**src/rtl/traffic_gen_scheduler.sv**
```systemverilog
// ---------------------------------------------------------------------------
// traffic_gen_scheduler
//
// Purpose: issues a stream of indexed requests over a valid/ready
// interface.  Requests are sent in ACTIVE windows separated by GAP periods.
// The request count, window length and gap length are latched on start.
//
// Optional feature macro: TRAFFIC_GEN_SCHEDULER_STALL_CNT_EN
//   defined   -> stall_cnt_o counts ACTIVE cycles with valid_o=1, ready_i=0
//                (saturating at all-ones)
//   undefined -> no stall counter logic; stall_cnt_o is tied to 0
//
// Ports:
//   clk_i          clock, all state updates on the rising edge
//   rst_i          synchronous active-high reset
//   clear_i        synchronous soft clear / abort
//   start_i        start pulse, honoured only in IDLE
//   n_total_reqs_i total requests to issue
//   t_ck_reqs_i    ACTIVE window length in cycles (0 treated as 1)
//   t_ck_idle_i    GAP length in cycles
//   valid_o        request valid
//   ready_i        request ready
//   data_o         0-based index of the current request
//   cnt_issued_o   handshakes completed
//   stall_cnt_o    stalled ACTIVE cycles (see macro above)
//   idle_o/busy_o/done_o  status flags
// ---------------------------------------------------------------------------
module traffic_gen_scheduler #(
    parameter int CNT_W = 32
) (
    input  logic             clk_i,
    input  logic             rst_i,
    input  logic             clear_i,
    input  logic             start_i,
    input  logic [CNT_W-1:0] n_total_reqs_i,
    input  logic [CNT_W-1:0] t_ck_reqs_i,
    input  logic [CNT_W-1:0] t_ck_idle_i,
    output logic             valid_o,
    input  logic             ready_i,
    output logic [CNT_W-1:0] data_o,
    output logic [CNT_W-1:0] cnt_issued_o,
    output logic [CNT_W-1:0] stall_cnt_o,
    output logic             idle_o,
    output logic             busy_o,
    output logic             done_o
);

    localparam logic [1:0] S_IDLE   = 2'd0;
    localparam logic [1:0] S_ACTIVE = 2'd1;
    localparam logic [1:0] S_GAP    = 2'd2;
    localparam logic [1:0] S_DONE   = 2'd3;

    logic [1:0]       r_state;
    logic [CNT_W-1:0] r_n_total;
    logic [CNT_W-1:0] r_t_reqs;
    logic [CNT_W-1:0] r_t_idle;
    logic [CNT_W-1:0] r_cnt_issued;
    logic [CNT_W-1:0] r_win_cnt;
    logic [CNT_W-1:0] r_gap_cnt;

    logic             w_hs;
    logic [CNT_W-1:0] w_t_reqs_eff;
    logic             w_win_expired;
    logic [CNT_W-1:0] w_cnt_next;

    assign w_hs          = (r_state == S_ACTIVE) && ready_i;
    // A zero-length window behaves as a one-cycle window.
    assign w_t_reqs_eff  = (r_t_reqs == '0) ? CNT_W'(1) : r_t_reqs;
    assign w_win_expired = (r_win_cnt >= (w_t_reqs_eff - CNT_W'(1)));
    assign w_cnt_next    = r_cnt_issued + CNT_W'(1);

    always_ff @(posedge clk_i) begin
        if (rst_i) begin
            r_state      <= S_IDLE;
            r_n_total    <= '0;
            r_t_reqs     <= '0;
            r_t_idle     <= '0;
            r_cnt_issued <= '0;
            r_win_cnt    <= '0;
            r_gap_cnt    <= '0;
        end else if (clear_i) begin
            r_state      <= S_IDLE;
            r_cnt_issued <= '0;
            r_win_cnt    <= '0;
            r_gap_cnt    <= '0;
        end else begin
            case (r_state)
                S_IDLE: begin
                    if (start_i) begin
                        r_n_total    <= n_total_reqs_i;
                        r_t_reqs     <= t_ck_reqs_i;
                        r_t_idle     <= t_ck_idle_i;
                        r_cnt_issued <= '0;
                        r_win_cnt    <= '0;
                        r_state      <= (n_total_reqs_i == '0) ? S_DONE : S_ACTIVE;
                    end
                end
                S_ACTIVE: begin
                    if (w_hs) begin
                        r_cnt_issued <= w_cnt_next;
                        if (w_cnt_next == r_n_total) begin
                            r_state <= S_DONE;
                        end else if (w_win_expired && (r_t_idle != '0)) begin
                            r_state   <= S_GAP;
                            r_gap_cnt <= '0;
                        end else if (w_win_expired) begin
                            // No gap configured: open a fresh window at once.
                            r_win_cnt <= '0;
                        end else begin
                            r_win_cnt <= r_win_cnt + CNT_W'(1);
                        end
                    end else if (r_win_cnt != '1) begin
                        // Saturate so a very long stall cannot un-expire the window.
                        r_win_cnt <= r_win_cnt + CNT_W'(1);
                    end
                end
                S_GAP: begin
                    if (r_gap_cnt == (r_t_idle - CNT_W'(1))) begin
                        r_state   <= S_ACTIVE;
                        r_win_cnt <= '0;
                    end else begin
                        r_gap_cnt <= r_gap_cnt + CNT_W'(1);
                    end
                end
                default: begin
                    r_state <= S_IDLE;
                end
            endcase
        end
    end

`ifdef TRAFFIC_GEN_SCHEDULER_STALL_CNT_EN
    logic [CNT_W-1:0] r_stall_cnt;

    always_ff @(posedge clk_i) begin
        if (rst_i || clear_i) begin
            r_stall_cnt <= '0;
        end else if ((r_state == S_IDLE) && start_i) begin
            r_stall_cnt <= '0;
        end else if ((r_state == S_ACTIVE) && !ready_i && (r_stall_cnt != '1)) begin
            r_stall_cnt <= r_stall_cnt + CNT_W'(1);
        end
    end

    assign stall_cnt_o = r_stall_cnt;
`else
    assign stall_cnt_o = '0;
`endif

    assign valid_o      = (r_state == S_ACTIVE);
    assign data_o       = r_cnt_issued;
    assign cnt_issued_o = r_cnt_issued;
    assign idle_o       = (r_state == S_IDLE);
    assign busy_o       = (r_state != S_IDLE);
    assign done_o       = (r_state == S_DONE);

endmodule

```
**config.mk**
```make
export PLATFORM = sky130hd
export DESIGN_NAME = traffic_gen_scheduler
export DESIGN_NICKNAME = d
export VERILOG_FILES = /design/src/rtl/traffic_gen_scheduler.sv
export SDC_FILE = /design/constraint.sdc
export NUM_CORES = 1
export LEC_CHECK = 0
export ABC_AREA = 1
export CAP_MARGIN = 15
export CORE_AREA = 4 4 171 173
export CTS_BUF_LIST = sky130_fd_sc_hd__clkbuf_16
export DETAILED_ROUTE_END_ITERATION = 16
export DIE_AREA = 0 0 175 177
export DONT_BUFFER_PORTS = 1
export GPL_TIMING_DRIVEN = 0
export HOLD_SLACK_MARGIN = 0.05
export MAX_ROUTING_LAYER = met4
export PLACE_DENSITY_LB_ADDON = 0.15
export SLEW_MARGIN = 20
export SYNTH_ARGS = -nofsm -noshare
export SYNTH_HDL_FRONTEND = slang
export SYNTH_SLANG_ARGS = --single-unit
```
**constraint.sdc**
```tcl
create_clock -name clk_i -period 8.2 [get_ports clk_i]
set_input_delay 0.41 -clock clk_i [delete_from_list [all_inputs] [get_ports clk_i]]
set_output_delay 0.41 -clock clk_i [all_outputs]
set_load 0.01 [all_outputs]
```
After elaboration in Yosys (flattened, before gate mapping)
Cells that the tools add are included.
- $add $sub $neg: 5
- magnitude comparators: 1
- eq/ne operators: 16
- multiplexer cells: 23
- bitwise operators: 1
- reductions and logical operators: 16
- operators with widths (cell ; number):
    two-way mux 32 bit ; 13
    case mux 32 bit (2 select lines) ; 2
    adder 32 x 1 -> 32 bit, second input constant ; 3
    case mux 32 bit (3 select lines) ; 1
    == test 32 bit ; 2
    zero test 32 bit ; 2
    subtractor 32 x 1 -> 32 bit, second input constant ; 2
    >= comparator 32 bit ; 1
    != test 32 bit, second input constant ; 1
    nonzero test 32 bit ; 1
    two-way mux 2 bit ; 6
    != test 2 bit, second input constant ; 4
    != test 3 x 1 -> 1 bit, second input constant ; 2
    != test 3 bit, second input constant ; 2
    case mux 2 bit (3 select lines) ; 1
    AND reduction 3 bit ; 2
    AND reduction 6 bit ; 1
    nonzero test 2 bit ; 3
    AND reduction 5 bit ; 1
    == test 2 bit, second input constant ; 2
    != test 2 x 1 -> 1 bit, second input constant ; 2
    AND reduction 4 bit ; 1
    nonzero test 3 bit ; 1
    == test 2 x 1 -> 1 bit, second input constant ; 1
    other kinds (4) ; 5
- bits in registers: 194
- input port bits: 101
- output and inout bits: 100
- logic and storage cells: 69

Depth between registers and ports, before layout
Gate-level depths: netlist of run 1.
- depth in word-level cells: 9
- depth in mapped cells: 34
- gate-level depth less buffers: 33

Worst setup path before layout of run 1
Ideal clock, no wire load.
- kind: reg-to-reg
- start point: register r_t_reqs[17]
- end point: register r_gap_cnt[10]
- library setup time: 69 ps
- arrival time: 4113 ps
- data required time: 8131 ps
- slack: 4018 ps
- stages on the path, launching flop included: 28
- path buffers: 1
- period minus slack after synthesis: 4182 ps
- path through: dfxtp_1 > or2_2 > nor2_1 > nand2_1 > nor2_1 > nand4_1 > nand2_1 > inv_1 > ha_1 > nand2_1 > inv_1 > nand2_1 > nor3_1 > nand4_1 > nor3_1 > nand3_1 > nor4_1 > xor2_1 > ha_1 > nand4_1 > nor4_1 > nand4_1 > nand3_1 > nand2_1 > o21ai_2 > clkbuf_1 > nand3_1 > a21oi_2
- word-level cells in the longest chain between the ends: 7
- RTL lines (element ; RTL line ; text):
    start, declared ; 55 ; logic [CNT_W-1:0] r_t_reqs;
    start signal, assigned ; 91 ; r_t_reqs <= t_ck_reqs_i;
    zero test 32 bit ; 68 ; assign w_t_reqs_eff = (r_t_reqs == '0) ? CNT_W'(1) : r_t_reqs;
    two-way mux 32 bit (*) ; 68 ;
    subtractor 32 x 1 -> 32 bit (*) ; 69 ; assign w_win_expired = (r_win_cnt >= (w_t_reqs_eff - CNT_W'(1)));
    >= comparator 32 bit (*) ; 69 ;
    logical AND 1 bit (*) ; 103 ; end else if (w_win_expired && (r_t_idle != '0)) begin
    != test 2 x 1 -> 1 bit (no source line) (*) ; -- ;
    AND reduction 5 bit (no source line) (*) ; -- ;
    end signal, assigned ; 122 ; r_gap_cnt <= r_gap_cnt + CNT_W'(1);
    end, declared ; 59 ; logic [CNT_W-1:0] r_gap_cnt;
Mark *: on every way between the ends. The rest lies on a longest branch, timed or not.
A chain may end at the register's enable or synchronous reset.

Worst setup path after layout of run 1
- start point: register r_t_reqs[17]
- end point: register r_gap_cnt[26]
The elaborated chain is that of the path after synthesis.

==> results of run 1 <==
-- sequential cells by signal (all words and copies together) (netlist names) --
name          cells
cnt_issued_o     32
r_gap_cnt        32
r_n_total        32
r_state           2
r_t_idle         32
r_t_reqs         32
r_win_cnt        32
-- cells by family (layout without fill, tap and decap cells) --
family          after synthesis  after routing  share of synthesized area
other cells                   1             33                   0.000268
compound gates              223            223                     0.0938
xor+xnor                    111            111                     0.0715
buf+inv                     310            342                      0.106
fa+ha+maj                    38             38                     0.0340
flops                       194            194                      0.278
simple gates               1352           1352                      0.417
-- through the flow --
stage                     total power, µW  setup WS (ps)  instance area, µm²  std cells  hold WS [ps]
after floorplan                      1410           4020               14100       2260           449
after global placement               1530           2820               14600       2638           462
after detailed placement             1540           2800               14600       2638           470
after CTS                            2450           2670               15200       2670          84.3
after global routing                 2560           1980               15200       2671          90.1
final                                2450           2630               15200       2671          96.2
-- power by group --
group          leakage (µW)  internal (µW)  switching (µW)
Sequential          0.00158            976            43.0
Combinational       0.00433            174             331
Clock              0.000306            472             450
Total               0.00622           1620             824
-- layout make-up --
class | instances | area (µm²)
antenna | 1 | 2.50
buffer | 143 | 861
clock buffer | 17 | 425
clock inverter | 15 | 215
fill | 2924 | 12400
inverter | 167 | 627
multi-input combinational | 1756 | 8740
sequential | 194 | 3880
tap | 378 | 473
-- worst register-to-register path: cells and delay by family, from the launching register on --
kind,cells,cell delay [ps]
simple gates,19,3260
compound gates,2,610
buf+inv,3,540
fa+ha+maj,2,490
flops,1,430
xor+xnor,1,120
-- layout by cell type (no fill, tap or decap), drive strengths merged, types with 2 or more instances in the layout --
cell      n
dfxtp   194
xnor3     2
ha       38
clkbuf   74
nand3   163
inv     172
nand3b   17
and3      2
buf      85
nand2   673
xnor2    32
nor3b     2
nor2    362
o211ai    6
o21ai    21
nor4     27
nand4    49
o21bai   14
or2      19
xor2     77
a211oi   35
bufinv    2
clkinv    7
a21oi   142
conb     32
nor3     36
-- worst min-delay path by stage --
stage	endpoint	cells after the start	slack, ps
floorplan	r_n_total[10]	2	450
global placement	r_n_total[17]	2	460
detailed placement	r_n_total[14]	2	470
CTS	r_t_reqs[14]	2	80
global route	r_n_total[17]	2	90
finish	r_t_reqs[17]	2	100
-- layer usage --
layer  up-vias  routed length (µm)
li1       7235                   -
met1      6556               20500
met2       437               22500
met3        71                2540
met4         0                1320
met5         -                   0
==> flow_summary_export.csv, run 1 <==
group,metric,value,unit
grt,grt.overflow.total,0,
worst_setup_path,cp_slowest_stage_delay,460,ps
floorplan,die_w,175,µm
logic_synthesis,yosysTopAreaCellShare,0.278,
timing,max_freq,179,MHz
logic_synthesis,number_of_library_cell_types_mapped_by_synthesis,48,
cts,cts.root.buffer_cell,"clkbuf_16",
worst_setup_path,regToRegSetupSlack,2630,ps
worst_setup_path,crit-reg2reg-launch,"r_t_reqs[17]",
timing,worstMarginPinSlew,1090,ps
logic_synthesis,synth_common_cells,"nand2_1, nor2_1, dfxtp_1, inv_1, nand3_1",
logic_synthesis,synthesis.yosys.warnings,0,
drt,drt_drc_violations_left,0,
place,dp_hpwl,37600,µm
logic_synthesis,ys_top_cells_by_area,"dfxtp_1, nand2_1, nor2_1",
drt,detailroute.via_count,14299,
cts,post_cts_hold_buffer_count,0,
worst_setup_path,type_of_destination_of_the_critical_path,"flop",
cells_and_area,share_of_layout_cells_above_drive_strength_1,0.0829,
logic_synthesis,synth_flop_cell,"dfxtp_1",
cells_and_area,area_growth,8.81,%
floorplan,design.die.area,31000,µm²
cts,cts-root-to-sink-buffers,2,
hold_path,hp_class,"in2reg",
logic_synthesis,synth_area_leader_cell,"dfxtp_1",
worst_setup_path,critPathBufInv,3,
cts,postCtsSetupBuffers,0,
power,power.leakage,0.00622,µW
outcome,outcome,"complete, no violations",
grt,gr-usage-met3,0.0367,
floorplan,start_util,0.506,
worst_setup_path,worstSetupPathType,"reg2reg",
floorplan,rows,61,
worst_setup_path,crit_path_end,"r_gap_cnt[26]",
worst_setup_path,worst_ep_arrival,5930,ps
worst_setup_path,critical_path.top_delay_family,"simple AND/OR/NAND/NOR gates",
floorplan,fp.coreArea,27600,µm²
drt,drt-wirelength-per-cell,17.6,µm
logic_synthesis,async_flop_share,0,
floorplan,die_h,177,µm
grt,routing_usage_on_met2,0.514,
drt,drt-total-wl,46900,µm
worst_setup_path,worst_r2r_endpoint,"r_gap_cnt[26]",
cells_and_area,nets,2418,
cts,cts_max_level,4,
grt,via_count_of_the_first_global_routing_pass,13490,
place,buffer_ports.inserted,0,
worst_setup_path,start_kind,"flop",
drt,drt-pass1-iter-count,7,
grt,global_route.usage.total,0.306,
timing,report.final.hold_viol_count,0,
hold_path,timing.hold.worst.start,"t_ck_reqs_i[17]",
logic_synthesis,synth_area,14000,µm²
grt,met1_usage,0.387,
place,gpl.final_weighted_congestion,0.960,
cts,clkLatencyLatePin,450,ps
worst_setup_path,critPathLaunch,"r_t_reqs[17]",
timing,fin_worst_skew,23.7,ps
worst_setup_path,critical_path_cell_count,27,
cells_and_area,layout.core_utilization,0.551,
logic_synthesis,yosys.cell_count.top_type,"nand2_1",
logic_synthesis,synthesis.instances,2229,
timing,timing.final.max_slew_violations,0,
logic_synthesis,synth_enable_flop_cells,0,
cts,number_of_buffers_inserted_during_clock_tree_synthesis,17,
cts,clock_tree_from_tritoncts,"yes",
cts,post_cts_resize_count,0,
logic_synthesis,post_syn_area_per_cell,6.28,µm²
worst_setup_path,worst_path_fanout_max,10,
drt,iter_0_drt_violations,1037,
drt,antenna_violating_nets_post_route,0,
timing,setup-tns-final,0,ps
timing,final.period_utilization,0.680,
drt,post_drt_via_cell_ratio,5.35,
cts,worst_setup_hold_path_clk_slew,90,ps
worst_setup_path,crit_path_frequent_cell,"nand2_1",
timing,rsz0062_at_grt,"no",
worst_setup_path,slowest_stage,"nor4_1",
grt,grt_first_pass_wirelength,73000,µm
logic_synthesis,synth_seq_area_share,0.278,
grt,pin_count_of_the_biggest_net_entering_global_routing,21,
logic_synthesis,postSynthRegisterBits,194,
timing,finalWorstPathRequiredPeriod,5570,ps
cts,tritoncts_num_sinks,194,
worst_setup_path,worst_ep_required_time,8560,ps
floorplan,ports_placed_on_the_boundary,201,
power,peakVddDrop,0.119,mV
timing,report.final.setup_viol,0,
timing,timing.slew.headroom,0.272,
grt,busiest_layer,"met2",
worst_setup_path,rr_worst_depth,27,
run,max-cap-violations,0,
power,pwr_density_cell,161,nW/µm²
grt,antenna_found_initial,1,
Power figures use the tool's default switching activity.
==> inputs of run 2 (changes only) <==
Clock period 8.2 ns to 5.2 ns, I/O delays scaled along.
==> run 2 against run 1 <==
  * Die area did not move
  * Worst hold slack got worse by 34 ps
  * Register-to-register slack got worse by 2100 ps
  * Sequential power rose by 58%
  * Wire length rose by 2.2%
  * First-iteration DRC count rose by 4.9%
  * Critical path type unchanged
  * Critical endpoint is now r_gap_cnt[2]
  * Largest cell class unchanged
  * Highest routed layer unchanged
==> flow_summary_export.csv, run 2 (synthesized netlist as in run 1, its figures left out) <==
group,metric,value,unit
outcome,outcome,"complete, no violations",
drt,iter_0_drt_violations,1088,
timing,rsz0062_at_grt,"no",
cells_and_area,diodes,0,
cts,tritoncts_num_sinks,194,
worst_setup_path,critPathBufInv,5,
floorplan,design.die.area,31000,µm²
worst_setup_path,slowest_stage,"dfxtp_1",
power,peakVddDrop,0.197,mV
place,placed_area,14600,µm²
timing,final.setup.worst_slack,483,ps
place,buffer_ports.inserted,0,
timing,report.final.hold_viol_count,0,
grt,antenna_found_initial,0,
grt,grt.overflow.total,0,
cts,cts_max_level,4,
worst_setup_path,worst_ep_required_time,5570,ps
power,cell_internal_pwr,2610,µW
hold_path,timing.hold.worst_path_depth,2,
worst_setup_path,critical_path_cell_count,30,
worst_setup_path,worst_path_fanout_max,10,
drt,antenna_violating_nets_post_route,0,
cts,clkLatencyLatePin,450,ps
power,power.leakage,0.00663,µW
grt,pin_count_of_the_biggest_net_entering_global_routing,21,
cells_and_area,area_growth,15.6,%
grt,grt_first_pass_wirelength,74600,µm
drt,drt-wirelength-per-cell,17.4,µm
place,preCtsSetupSlack,-198,ps
timing,final.period_utilization,0.907,
cells_and_area,finish.instance_area,16200,µm²
drt,drt_drc_violations_left,0,
timing,fin_worst_skew,22.4,ps
worst_setup_path,critPathLaunch,"r_t_reqs[21]",
floorplan,die_w,175,µm
worst_setup_path,crit_path_frequent_cell,"nand2_1",
grt,global_route.usage.total,0.311,
worst_setup_path,rr_worst_depth,30,
timing,finalWorstPathRequiredPeriod,4720,ps
cells_and_area,layout.cells.most_common_list,"nand2_1, nor2_1, dfxtp_1, inv_1, nand3_1",
worst_setup_path,type_of_destination_of_the_critical_path,"flop",
cts,clock_tree_from_tritoncts,"yes",
worst_setup_path,worstSetupPathType,"reg2reg",
floorplan,fp.coreArea,27600,µm²
cells_and_area,share_of_layout_cells_above_drive_strength_1,0.0874,
drt,post_drt_via_cell_ratio,5.33,
drt,drt-pass1-iter-count,6,
power,pwr_density_cell,243,nW/µm²
timing,max_freq,212,MHz
timing,worstMarginPinSlew,1060,ps
timing,timing.slew.headroom,0.293,
drt,detailroute.via_count,14710,
floorplan,die_h,177,µm
hold_path,worstHoldEndpoint,"r_t_idle[22]",
timing,report.final.setup_viol,0,
floorplan,start_util,0.506,
power,sw_pwr,1320,µW
worst_setup_path,critical_path.top_delay_family,"simple AND/OR/NAND/NOR gates",
grt,via_count_of_the_first_global_routing_pass,13984,
worst_setup_path,regToRegSetupSlack,480,ps
run,max-cap-violations,0,
hold_path,hp_class,"in2reg",
power,power.sequential.fraction,0.409,
cells_and_area,nets,2507,
cts,worst_setup_hold_path_clk_slew,80,ps
cells_and_area,fillCellCount,2802,
worst_setup_path,worst_r2r_endpoint,"r_gap_cnt[2]",
place,dp_hpwl,37600,µm
worst_setup_path,worst_ep_arrival,5090,ps
cells_and_area,layout.cells.most_common,"nand2_1",
power,power_frac_clock,0.370,
place,gpl.final_weighted_congestion,0.960,
power,p_sw_frac,0.336,
timing,timing.final.max_slew_violations,0,
floorplan,ports_placed_on_the_boundary,201,
worst_setup_path,cp_slowest_stage_delay,360,ps
cts,cts-root-to-sink-buffers,2,
drt,drt-total-wl,47900,µm
worst_setup_path,start_kind,"flop",
power,comb_power_share,0.222,
worst_setup_path,crit-reg2reg-launch,"r_t_reqs[21]",
floorplan,rows,61,
cts,number_of_buffers_inserted_during_clock_tree_synthesis,17,
cts,cts.root.buffer_cell,"clkbuf_16",
hold_path,timing.hold.worst.start,"t_ck_idle_i[22]",
## run 2: per-layer routing
layer | global-route usage | share of wire | vias up
met4 | 0.101 | 0.028 | 0
met2 | 0.530 | 0.49 | 431
li1 | - | - | 7398
met5 | - | 0 | -
met3 | 0.0340 | 0.049 | 81
met1 | 0.390 | 0.44 | 6800
## run 2: power by group through the flow
stage / registers, µW / clock network, µW / logic [µW]
2_1_floorplan: 1620 / 0 / 603
3_3_place_gp: 1640 / 0 / 770
3_5_place_dp: 1640 / 0 / 785
4_1_cts: 1610 / 1480 / 848
5_1_grt: 1610 / 1520 / 980
6_report: 1610 / 1450 / 872
## run 2: worst max path at each step
stage,endpoint,slack [ps]
2_1_floorplan,r_gap_cnt[10],1020
3_3_place_gp,r_gap_cnt[14],-180
3_5_place_dp,r_gap_cnt[3],-200
4_1_cts,r_win_cnt[17],130
5_1_grt,r_win_cnt[9],20
6_report,r_gap_cnt[2],480
## run 2: per-stage QoR
step            util  power (µW)  cells  hold slack [ps]  setup TNS, ps
4_1_cts        0.583        3930   2755             50.7              0
2_1_floorplan      -        2220   2260              409              0
3_5_place_dp   0.528        2430   2638              415          -5910
5_1_grt        0.586        4120   2759             51.9              0
3_3_place_gp   0.528        2410   2638              411          -5240
6_report       0.586        3930   2759             62.6              0
## run 2: what timing repair did
| action | in CTS | in global routing |
|---|---|---|
| endpoints found under the hold margin | 85 | 0 |
| resized for setup | 8 | 14 |
| hold buffers | 85 | 0 |
| pin swaps | 0 | 3 |
| buffers inserted | 0 | 4 |
| setup endpoints to repair | 52 | 64 |
## run 2: area by class of cell
type / instances / area, µm² / share of cell area
clock buffers: 17 / 425 / 0.0263
plain buffers: 143 / 875 / 0.0541
well taps: 378 / 473 / 0.0292
multi-input cells: 1756 / 8780 / 0.543
repair buffers: 89 / 893 / 0.0552
inverters: 167 / 627 / 0.0387
flip-flops and latches: 194 / 3890 / 0.240
clock inverters: 15 / 215 / 0.0133
